$ cat src/rtl/white_locator_pkg.sv
// Shared types and constants for the white-pixel locator: result record,
// FSM encoding and the fixed centroid accumulator width.
package white_locator_pkg;

   localparam logic [15:0] WHITE_PIXEL = 16'hFFFF;
   localparam int unsigned SUM_W       = 28;

   // Record fields are sized for the full 640x480 raster; smaller rasters use the low bits.
   localparam int unsigned RES_X_W   = 10;
   localparam int unsigned RES_Y_W   = 9;
   localparam int unsigned RES_CNT_W = 19;

   typedef enum logic [1:0] {IDLE, DIVIDE, HOLD} state_t;

   typedef struct packed {
      logic                 found;
      logic [RES_CNT_W-1:0] count;
      logic [RES_X_W-1:0]   x_min;
      logic [RES_X_W-1:0]   x_max;
      logic [RES_Y_W-1:0]   y_min;
      logic [RES_Y_W-1:0]   y_max;
      logic [RES_X_W-1:0]   x_cen;
      logic [RES_Y_W-1:0]   y_cen;
   } result_t;

endpackage

$ cat src/rtl/white_locator_divider.sv
// Restoring unsigned divider, one quotient bit per cycle. The first bit is
// produced on the start edge, so done pulses DIVIDEND_W-1 cycles after start.
module seq_divider
   import white_locator_pkg::*;
#(
   parameter int unsigned DIVIDEND_W = SUM_W,
   parameter int unsigned DIVISOR_W  = 19,
   parameter int unsigned QUOT_W     = DIVIDEND_W
) (
   input  logic                  clk,
   input  logic                  reset,
   input  logic                  start,
   input  logic [DIVIDEND_W-1:0] dividend,
   input  logic [DIVISOR_W-1:0]  divisor,
   output logic                  done,
   output logic [QUOT_W-1:0]     quotient
);

   localparam int unsigned STEP_W = $clog2(DIVIDEND_W + 1);

   logic [DIVISOR_W-1:0]  rem, src_rem, next_rem;
   logic [DIVIDEND_W-1:0] quo, src_quo, next_quo;
   logic [DIVISOR_W:0]    shifted, diff;
   logic [STEP_W-1:0]     steps;
   logic                  ge;

   // Partial remainder stays below the divisor, so a clear sign bit means "fits".
   always_comb begin
      src_rem  = start ? '0 : rem;
      src_quo  = start ? dividend : quo;
      shifted  = {src_rem, src_quo[DIVIDEND_W-1]};
      diff     = shifted - {1'b0, divisor};
      ge       = ~diff[DIVISOR_W];
      next_rem = ge ? diff[DIVISOR_W-1:0] : shifted[DIVISOR_W-1:0];
      next_quo = {src_quo[DIVIDEND_W-2:0], ge};
   end

   always_ff @(posedge clk or posedge reset) begin
      if (reset) begin
         rem   <= '0;
         quo   <= '0;
         steps <= '0;
         done  <= 1'b0;
      end else begin
         done <= 1'b0;
         if (start) begin
            rem   <= next_rem;
            quo   <= next_quo;
            steps <= STEP_W'(DIVIDEND_W - 1);
         end else if (steps != '0) begin
            rem   <= next_rem;
            quo   <= next_quo;
            steps <= steps - STEP_W'(1);
            if (steps == STEP_W'(1)) done <= 1'b1;
         end
      end
   end

   assign quotient = quo[QUOT_W-1:0];

endmodule

$ cat src/rtl/white_locator.sv
// Reduces each frame of the white mask to count, bounding box and centroid,
// delivered as one record per frame over valid/ready.
module white_locator
   import white_locator_pkg::*;
#(
   parameter int unsigned H_ACTIVE  = 640,
   parameter int unsigned V_ACTIVE  = 480,
   parameter int unsigned MIN_COUNT = 4,
   parameter int unsigned X_W       = $clog2(H_ACTIVE),
   parameter int unsigned Y_W       = $clog2(V_ACTIVE),
   parameter int unsigned CNT_W     = $clog2(H_ACTIVE * V_ACTIVE + 1)
) (
   input  logic             clk,
   input  logic             reset,
   input  logic             pix_valid,
   input  logic             frame_start,
   input  logic [15:0]      mask,
   output logic             res_valid,
   input  logic             res_ready,
   output logic             found,
   output logic [CNT_W-1:0] count,
   output logic [X_W-1:0]   x_min,
   output logic [X_W-1:0]   x_max,
   output logic [Y_W-1:0]   y_min,
   output logic [Y_W-1:0]   y_max,
   output logic [X_W-1:0]   x_cen,
   output logic [Y_W-1:0]   y_cen,
   output logic             overrun
);

   logic [X_W-1:0]   last_x, cur_x, acc_xmin, acc_xmax, base_xmin, base_xmax, nxt_xmin, nxt_xmax;
   logic [Y_W-1:0]   last_y, cur_y, acc_ymin, acc_ymax, base_ymin, base_ymax, nxt_ymin, nxt_ymax;
   logic [CNT_W-1:0] acc_cnt, base_cnt, nxt_cnt;
   logic [SUM_W-1:0] acc_sx, acc_sy, base_sx, base_sy, nxt_sx, nxt_sy;
   logic             in_frame, active, frame_end;

   logic [X_W-1:0]   snap_xmin, snap_xmax;
   logic [Y_W-1:0]   snap_ymin, snap_ymax;
   logic [CNT_W-1:0] snap_cnt;
   logic [SUM_W-1:0] snap_sx, snap_sy;
   logic             snap_valid;

   state_t           state;
   result_t          result;
   logic             div_start, done_x, done_y;
   logic [X_W-1:0]   quo_x;
   logic [Y_W-1:0]   quo_y;

   // A frame_start pixel sees freshly cleared accumulators, discarding any partial frame.
   always_comb begin
      cur_x = '0;
      cur_y = '0;
      if (!frame_start) begin
         if (last_x == X_W'(H_ACTIVE - 1)) begin
            cur_y = last_y + Y_W'(1);
         end else begin
            cur_x = last_x + X_W'(1);
            cur_y = last_y;
         end
      end
      active    = pix_valid && (frame_start || in_frame);
      frame_end = active && (cur_x == X_W'(H_ACTIVE - 1)) && (cur_y == Y_W'(V_ACTIVE - 1));

      base_cnt  = frame_start ? '0 : acc_cnt;
      base_sx   = frame_start ? '0 : acc_sx;
      base_sy   = frame_start ? '0 : acc_sy;
      base_xmin = frame_start ? '1 : acc_xmin;
      base_xmax = frame_start ? '0 : acc_xmax;
      base_ymin = frame_start ? '1 : acc_ymin;
      base_ymax = frame_start ? '0 : acc_ymax;

      nxt_cnt  = base_cnt;
      nxt_sx   = base_sx;
      nxt_sy   = base_sy;
      nxt_xmin = base_xmin;
      nxt_xmax = base_xmax;
      nxt_ymin = base_ymin;
      nxt_ymax = base_ymax;
      if (mask == WHITE_PIXEL) begin
         nxt_cnt = base_cnt + CNT_W'(1);
         nxt_sx  = base_sx + SUM_W'(cur_x);
         nxt_sy  = base_sy + SUM_W'(cur_y);
         if (cur_x < base_xmin) nxt_xmin = cur_x;
         if (cur_x > base_xmax) nxt_xmax = cur_x;
         if (cur_y < base_ymin) nxt_ymin = cur_y;
         if (cur_y > base_ymax) nxt_ymax = cur_y;
      end
   end

   always_ff @(posedge clk or posedge reset) begin
      if (reset) begin
         last_x     <= '0;
         last_y     <= '0;
         in_frame   <= 1'b0;
         acc_cnt    <= '0;
         acc_sx     <= '0;
         acc_sy     <= '0;
         acc_xmin   <= '1;
         acc_xmax   <= '0;
         acc_ymin   <= '1;
         acc_ymax   <= '0;
         snap_valid <= 1'b0;
         snap_cnt   <= '0;
         snap_sx    <= '0;
         snap_sy    <= '0;
         snap_xmin  <= '0;
         snap_xmax  <= '0;
         snap_ymin  <= '0;
         snap_ymax  <= '0;
      end else begin
         snap_valid <= 1'b0;
         if (active) begin
            last_x <= cur_x;
            last_y <= cur_y;
            if (frame_end) begin
               snap_valid <= 1'b1;
               snap_cnt   <= nxt_cnt;
               snap_sx    <= nxt_sx;
               snap_sy    <= nxt_sy;
               snap_xmin  <= nxt_xmin;
               snap_xmax  <= nxt_xmax;
               snap_ymin  <= nxt_ymin;
               snap_ymax  <= nxt_ymax;
               in_frame   <= 1'b0;
               acc_cnt    <= '0;
               acc_sx     <= '0;
               acc_sy     <= '0;
               acc_xmin   <= '1;
               acc_xmax   <= '0;
               acc_ymin   <= '1;
               acc_ymax   <= '0;
            end else begin
               in_frame <= 1'b1;
               acc_cnt  <= nxt_cnt;
               acc_sx   <= nxt_sx;
               acc_sy   <= nxt_sy;
               acc_xmin <= nxt_xmin;
               acc_xmax <= nxt_xmax;
               acc_ymin <= nxt_ymin;
               acc_ymax <= nxt_ymax;
            end
         end
      end
   end

   assign div_start = (state == IDLE) && snap_valid && (snap_cnt != '0);

   seq_divider #(.DIVIDEND_W(SUM_W), .DIVISOR_W(CNT_W), .QUOT_W(X_W)) u_div_x (
      .clk(clk), .reset(reset), .start(div_start), .dividend(snap_sx),
      .divisor(snap_cnt), .done(done_x), .quotient(quo_x)
   );

   seq_divider #(.DIVIDEND_W(SUM_W), .DIVISOR_W(CNT_W), .QUOT_W(Y_W)) u_div_y (
      .clk(clk), .reset(reset), .start(div_start), .dividend(snap_sy),
      .divisor(snap_cnt), .done(done_y), .quotient(quo_y)
   );

   // Count and box are loaded on entry to DIVIDE; res_valid is still low then.
   always_ff @(posedge clk or posedge reset) begin
      if (reset) begin
         state     <= IDLE;
         result    <= '0;
         res_valid <= 1'b0;
         overrun   <= 1'b0;
      end else begin
         if (snap_valid && (state != IDLE)) overrun <= 1'b1;
         case (state)
            IDLE: begin
               if (snap_valid) begin
                  if (snap_cnt != '0) begin
                     state        <= DIVIDE;
                     result.found <= (snap_cnt >= CNT_W'(MIN_COUNT));
                     result.count <= RES_CNT_W'(snap_cnt);
                     result.x_min <= RES_X_W'(snap_xmin);
                     result.x_max <= RES_X_W'(snap_xmax);
                     result.y_min <= RES_Y_W'(snap_ymin);
                     result.y_max <= RES_Y_W'(snap_ymax);
                     result.x_cen <= '0;
                     result.y_cen <= '0;
                  end else begin
                     state     <= HOLD;
                     result    <= '0;
                     res_valid <= 1'b1;
                  end
               end
            end
            DIVIDE: begin
               if (done_x && done_y) begin
                  state        <= HOLD;
                  res_valid    <= 1'b1;
                  result.x_cen <= RES_X_W'(quo_x);
                  result.y_cen <= RES_Y_W'(quo_y);
               end
            end
            HOLD: begin
               if (res_ready) begin
                  state     <= IDLE;
                  res_valid <= 1'b0;
               end
            end
            default: state <= IDLE;
         endcase
      end
   end

   assign found = result.found;
   assign count = result.count[CNT_W-1:0];
   assign x_min = result.x_min[X_W-1:0];
   assign x_max = result.x_max[X_W-1:0];
   assign y_min = result.y_min[Y_W-1:0];
   assign y_max = result.y_max[Y_W-1:0];
   assign x_cen = result.x_cen[X_W-1:0];
   assign y_cen = result.y_cen[Y_W-1:0];

endmodule

$ cat config.mk
export PLATFORM = sky130hd
export DESIGN_NAME = white_locator
export DESIGN_NICKNAME = d
export VERILOG_FILES = /design/src/rtl/white_locator_pkg.sv /design/src/rtl/white_locator_divider.sv /design/src/rtl/white_locator.sv
export SDC_FILE = /design/constraint.sdc
export NUM_CORES = 1
export LEC_CHECK = 0
export ABC_CLOCK_PERIOD_IN_PS = 14000
export BUFFER_PORTS_ARGS = -buffer_cell sky130_fd_sc_hd__clkbuf_2
export CORE_MARGIN = 2
export CORE_UTILIZATION = 55
export CTS_CLUSTER_SIZE = 25
export DETAILED_ROUTE_END_ITERATION = 12
export PLACE_DENSITY = 0.73
export SLEW_MARGIN = 20
export SYNTH_ARGS = -nofsm -noshare
export SYNTH_HDL_FRONTEND = slang
export SYNTH_SLANG_ARGS = --single-unit
export TNS_END_PERCENT = 1
$ cat constraint.sdc
create_clock -name clk -period 14 [get_ports clk]
set_clock_uncertainty 0.1 [all_clocks]
set_input_delay 0.7 -clock clk [delete_from_list [all_inputs] [get_ports clk]]
set_output_delay 0.7 -clock clk [all_outputs]
set_load 0.05 [all_outputs]
### Word level (Yosys, flattened, before mapping)

Index checks and enable logic that the tools add are counted.

| operators by class | value |
|---|---|
| add/subtract/negate cells | 9 |
| magnitude comparators | 5 |
| equal/unequal tests | 12 |
| multiplexer cells | 70 |
| bitwise operators | 2 |
| reduce and logical (&&, ||, !) cells | 22 |

Operator list:

| cell | number |
|---|---|
| 28-bit two-way mux | 12 |
| 19-bit two-way mux | 13 |
| 10-bit two-way mux | 10 |
| 9-bit two-way mux | 10 |
| 77-bit two-way mux | 1 |
| 20-bit by 19-bit subtractor with 20-bit output | 2 |
| 19-bit one-hot mux with 2 select lines | 1 |
| 28-bit by 10-bit adder with 28-bit output | 1 |
| 28-bit by 9-bit adder with 28-bit output | 1 |
| 10-bit equality test (second input constant) | 2 |
| 5-bit two-way mux | 4 |
| 19-bit by 1-bit adder with 19-bit output (second input constant) | 1 |
| 19-bit by 3-bit >= comparator with 1-bit output (second input constant) | 1 |
| 19-bit nonzero test | 1 |
| 16-bit equality test (second input constant) | 1 |
| 1-bit two-way mux | 13 |
| 10-bit by 1-bit adder with 10-bit output (second input constant) | 1 |
| 5-bit by 1-bit equality test with 1-bit output (second input constant) | 2 |
| 10-bit > comparator | 1 |
| 10-bit < comparator | 1 |
| 5-bit nonzero test | 2 |
| 5-bit by 1-bit subtractor with 5-bit output (second input constant) | 2 |
| 9-bit by 1-bit adder with 9-bit output (second input constant) | 1 |
| 9-bit equality test (second input constant) | 1 |
| other kinds (17) | 35 |

| word-level totals | value |
|---|---|
| flip-flop bits (word level) | 434 |
| input bits | 21 |
| output and inout bits | 79 |
| logic and storage cells | 157 |

### Logic depth before layout (Yosys ltp)

| logic depth | value |
|---|---|
| depth after elaboration | 8 |
| mapped depth | 22 |
| mapped depth without buffers | 19 |

### Modules after synthesis

A second synthesis with hierarchy kept.

| second synthesis, totals | value |
|---|---|
| cells, all modules | 2679 |
| area, all modules | 24885.1 sq um |

By module, submodules not included:

| module | times used | cells each | area an instance (sq um) | sequential area each (sq um) |
|---|---|---|---|---|
| white_locator | 1 | 1843 | 17456.7 | 8231.6 |
| seq_divider at u_div_x | 1 | 435 | 3783.6 | 1326.3 |
| seq_divider at u_div_y | 1 | 401 | 3644.7 | 1326.3 |

### Worst setup path before layout

No wires, ideal clock.

| timing | value |
|---|---|
| kind | register to register |
| start | register snap_cnt[5] |
| end | register u_div_x.rem[5] |
| library setup time | 126 ps |
| arrival | 5051 ps |
| required time | 13774 ps |
| slack | 8723 ps |
| cell stages (with the launch flop) | 22 |
| path buffers | 4 |
| period minus slack after synthesis | 5277 ps |
| cell sequence | dfrtp_1 -> or4_1 -> nor3_1 -> nand4_1 -> nor3_1 -> nand2b_1 -> clkbuf_1 -> clkbuf_1 -> clkbuf_1 -> and2_1 -> ha_1 -> nor2b_1 -> o31a_1 -> o41ai_1 -> a211oi_1 -> a21oi_1 -> o21ai_0 -> xor2_1 -> or2_2 -> clkbuf_1 -> nor2_1 -> a221o_1 |

| between the ends | value |
|---|---|
| word-level cells in the longest chain between the ends | 7 |
| elaborated cells between the ends (all ways) | 9 |
| classes of those cells | add/sub (1); mux (5); reduce/logical (3) |

RTL lines:

| element | line | source |
|---|---|---|
| from (decl) | white_locator.sv:39 | `logic [CNT_W-1:0] snap_cnt;` |
| from (signal assigned) | white_locator.sv:117 | `snap_cnt <= nxt_cnt;` |
| 19-bit nonzero test | white_locator.sv:146 | `assign div_start = (state == IDLE) && snap_valid && (snap_cnt != '0);` |
| 1-bit logical AND | white_locator.sv:146 |  |
| 28-bit two-way mux or 19-bit two-way mux (tied branches) | white_locator_divider.sv:30, white_locator_divider.sv:29 |  |
| 20-bit by 19-bit subtractor with 20-bit output | white_locator_divider.sv:32 | `diff = shifted - {1'b0, divisor};` |
| 19-bit two-way mux | white_locator_divider.sv:34 | `next_rem = ge ? diff[DIVISOR_W-1:0] : shifted[DIVISOR_W-1:0];` |
| 19-bit two-way mux | white_locator_divider.sv:50 | `end else if (steps != '0) begin` |
| 19-bit two-way mux | white_locator_divider.sv:46 | `if (start) begin` |
| to (signal assigned) | white_locator_divider.sv:47 | `rem <= next_rem;` |
| to (signal assigned) | white_locator_divider.sv:51 | `rem <= next_rem;` |
| to (decl) | white_locator_divider.sv:21 | `logic [DIVISOR_W-1:0] rem, src_rem, next_rem;` |

Several ways; a longest one is shown, not always the timed one. The select of a mux whose other input is x is not followed.
A chain may end at the register's enable or synchronous reset.

### Final worst setup path

| timing | value |
|---|---|
| start | register snap_cnt[5] |
| end | register u_div_x.rem[6] |

The elaborated chain is that of the path after synthesis.

==> impl_metrics.ini <==
[synth]
postSynthAreaPerCell_um2 = 8.78
ys_warn_count = 0
async_flop_share_pct = 100
synthCells = 2704
syn_area_um2 = 23700
syn_nets = 2822
synthTopCellsByArea = dfrtp_1 (44%), nand2_1 (8.6%), o21ai_0 (6.3%), ha_1 (5.0%), nor2_1 (3.1%)
synth_ff_type = dfrtp_1
synth-seq-cells = 434
synth_seq_area_share_pct = 45.9
synth-edff-count = 0
yosysTopAreaCell = dfrtp_1
synth_top_area_share_pct = 43.8
synth.distinct_cells = 88

[cts]
ctsHoldBuffers = 0
cts_max_path_buffers = 3
cts_tree = built
clock_latency_ns = 0.59
clkSinkCount = 434
clk_pin_slew_ns = 0.06
post_cts_buffers = 0
ctsResizeCount = 0
htree_levels = 2
cts-root-buf = clkbuf_16
numCtsBuffers = 47

[placement]
gp_congestion = 0.915
dpl.cell_count = 3222
port_buffers = 99
hpwl_mm = 43.1
pre_cts_slack_ns = 8.14

[die]
core.rowCount = 76
core-area_um2 = 42800
die_w_um = 212
die_area_um2 = 44800
start_util_pct = 55.5
ios = 100
die_h_um = 212

[timing]
fmax_mhz = 170
grt_setup_unrepaired = false
final_max_slew_viol_count = 0
setup_viol = 0
fin_crit_sh_pct = 42.0
hold_violations = 0
setup_ws_ns = 8.12
slew_headroom_pct = 25.6
tightest_slew_ns = 1.11
tns_ns = 0
min_period_ns = 5.88

[drt]
ant_nets = 0
num_vias = 20300
totalWireLength_mm = 63.7
drc = 0
wl_met3_mm = 3.79
wl_met2_mm = 29.3
top_layer = met5
via_per_inst = 6.13
drt-met1-wl_mm = 28.3
wl_per_cell_um = 19.3
first_iter_violations = 1662
first_pass_iters = 5

[flow_run]
maxCapViolations = 0

[global_route]
grt_pass1_wl_mm = 102
grt_antenna_before_repair = 4
grt_max_degree = 167
grt_pass1_vias = 19200
grt_overflow = 0
grt_usage_pct = 28.5

[setup_path]
critPathLaunchType = register
crit_type = register to register
path_max_fanout = 52
critPathArrivalTime_ns = 6.24
worstRegToRegCells = 17
crit_path_end_kind = register
cp_data_required_time_ns = 14.36

[pwr]
power.total_mw = 2.57
irDropWorstVdd_v = 0.0000806
powerDensity_nw_per_um2 = 98.5
leakage_nw = 11.9

[cells_and_area]
drive_gt1_share_pct = 10.1
final_cells = 3310
diodes = 0
area_delta_synth_final_pct = 10.1
layout.nets = 2844

[hold_path]
holdCritPathClass = input port to async pin

[run_status]
status = completed
[area by class of cell]
cell class / instances / area, um2
tap: 546 / 683
inverter: 76 / 293
fill: 3613 / 16700
clock buffer: 61 / 1300
multi-input combinational: 2036 / 12000
sequential: 434 / 10900
timing repair buffer: 131 / 767
clock inverter: 26 / 228
[kinds of logic (layout without fill, tap and decap cells)]
| kind of cell | count (synthesis) | count (layout) | synth area share, % |
|---|---|---|---|
| AO/OA/AOI/OAI | 727 | 727 | 19.2 |
| flip-flops | 434 | 434 | 45.9 |
| adder cells (fa/ha/maj) | 99 | 99 | 5.29 |
| AND/OR/NAND/NOR | 1077 | 1077 | 20.7 |
| multiplexers | 14 | 14 | 0.612 |
| XOR/XNOR | 119 | 119 | 4.39 |
| buffers and inverters | 234 | 294 | 3.96 |
[cell usage in the layout (no fill, tap or decap), types with 51 or more instances in the layout]
master / instances
clkbuf_2: 98
ha_1: 94
and2_1: 51
nand2_1: 545
o21ai_0: 296
nor2b_1: 54
a31oi_1: 77
dfrtp_1: 415
xnor2_1: 82
inv_1: 72
nand3_1: 55
a21oi_1: 88
nor2_1: 194
[worst paths after layout]
kind,start,end,slack [ns]
hold reg to reg,snap_xmax[2],snap_xmax[2],0.37
hold / removal,reset,count[9],0.19
setup reg to reg,snap_cnt[5],u_div_x.rem[6],8.12
max in group asynchronous,reset,last_x[4],12.14
setup / recovery,snap_cnt[5],u_div_x.rem[6],8.12
min in group clk,res_ready,state[1],0.28
[power by group]
part	total (mW)	leakage [nW]	switching, mW	internal [mW]
Combinational	0.0828	5.22	0.0669	0.0159
Sequential	1.26	5.95	0.00225	1.26
Clock	1.23	0.752	0.535	0.697
[flip-flops by register name, indices dropped and copies added (netlist names), 19 cells and up]
| signal | flops |
|---|---|
| u_div_x.rem | 19 |
| acc_sy | 28 |
| snap_cnt | 19 |
| count | 19 |
| snap_sx | 28 |
| acc_cnt | 19 |
| u_div_y.rem | 19 |
| u_div_x.quo | 28 |
| acc_sx | 28 |
| snap_sy | 28 |
| u_div_y.quo | 28 |
[critical path, cell delays in order, from the launching register on]
cell	delay (ns)
dfrtp_1	0.39
or4_1	0.53
nor3_1	0.15
nand4_1	0.15
nor3_2	0.16
nand2b_4	0.48
and2_1	0.25
ha_1	0.23
nor2b_1	0.14
o31a_1	0.27
o41ai_1	0.49
a211oi_1	0.26
a21oi_1	0.28
o21ai_0	0.26
xor2_1	0.85
or2_2	0.40
nor3_1	0.09
a221o_1	0.26
[layer usage]
metal  track usage (%)  up-vias
met5                 0        -
met4              11.1        4
met3              4.11      140
met2              45.6      698
met1              39.4     9929
li1                  -     9505
[cell usage after synthesis (51+ instances only)]
cell type / number
nor2b_1: 54
a31oi_1: 77
ha_1: 94
nand3_1: 55
dfrtp_1: 415
a21oi_1: 88
clkbuf_1: 116
o21ai_0: 297
nand2_1: 546
xnor2_1: 82
nor2_1: 196
inv_1: 74
and2_1: 51
[stage by stage]
step	instance area (um2)	hold WS, ns	util [%]
floorplan	23700	0.339	-
global route	26100	0.264	61.0
detailed placement	24600	0.357	57.4
global placement	24600	0.354	57.4
finish	26100	0.191	61.0
CTS	26100	0.221	61.0
Power figures use the tool's default switching activity.
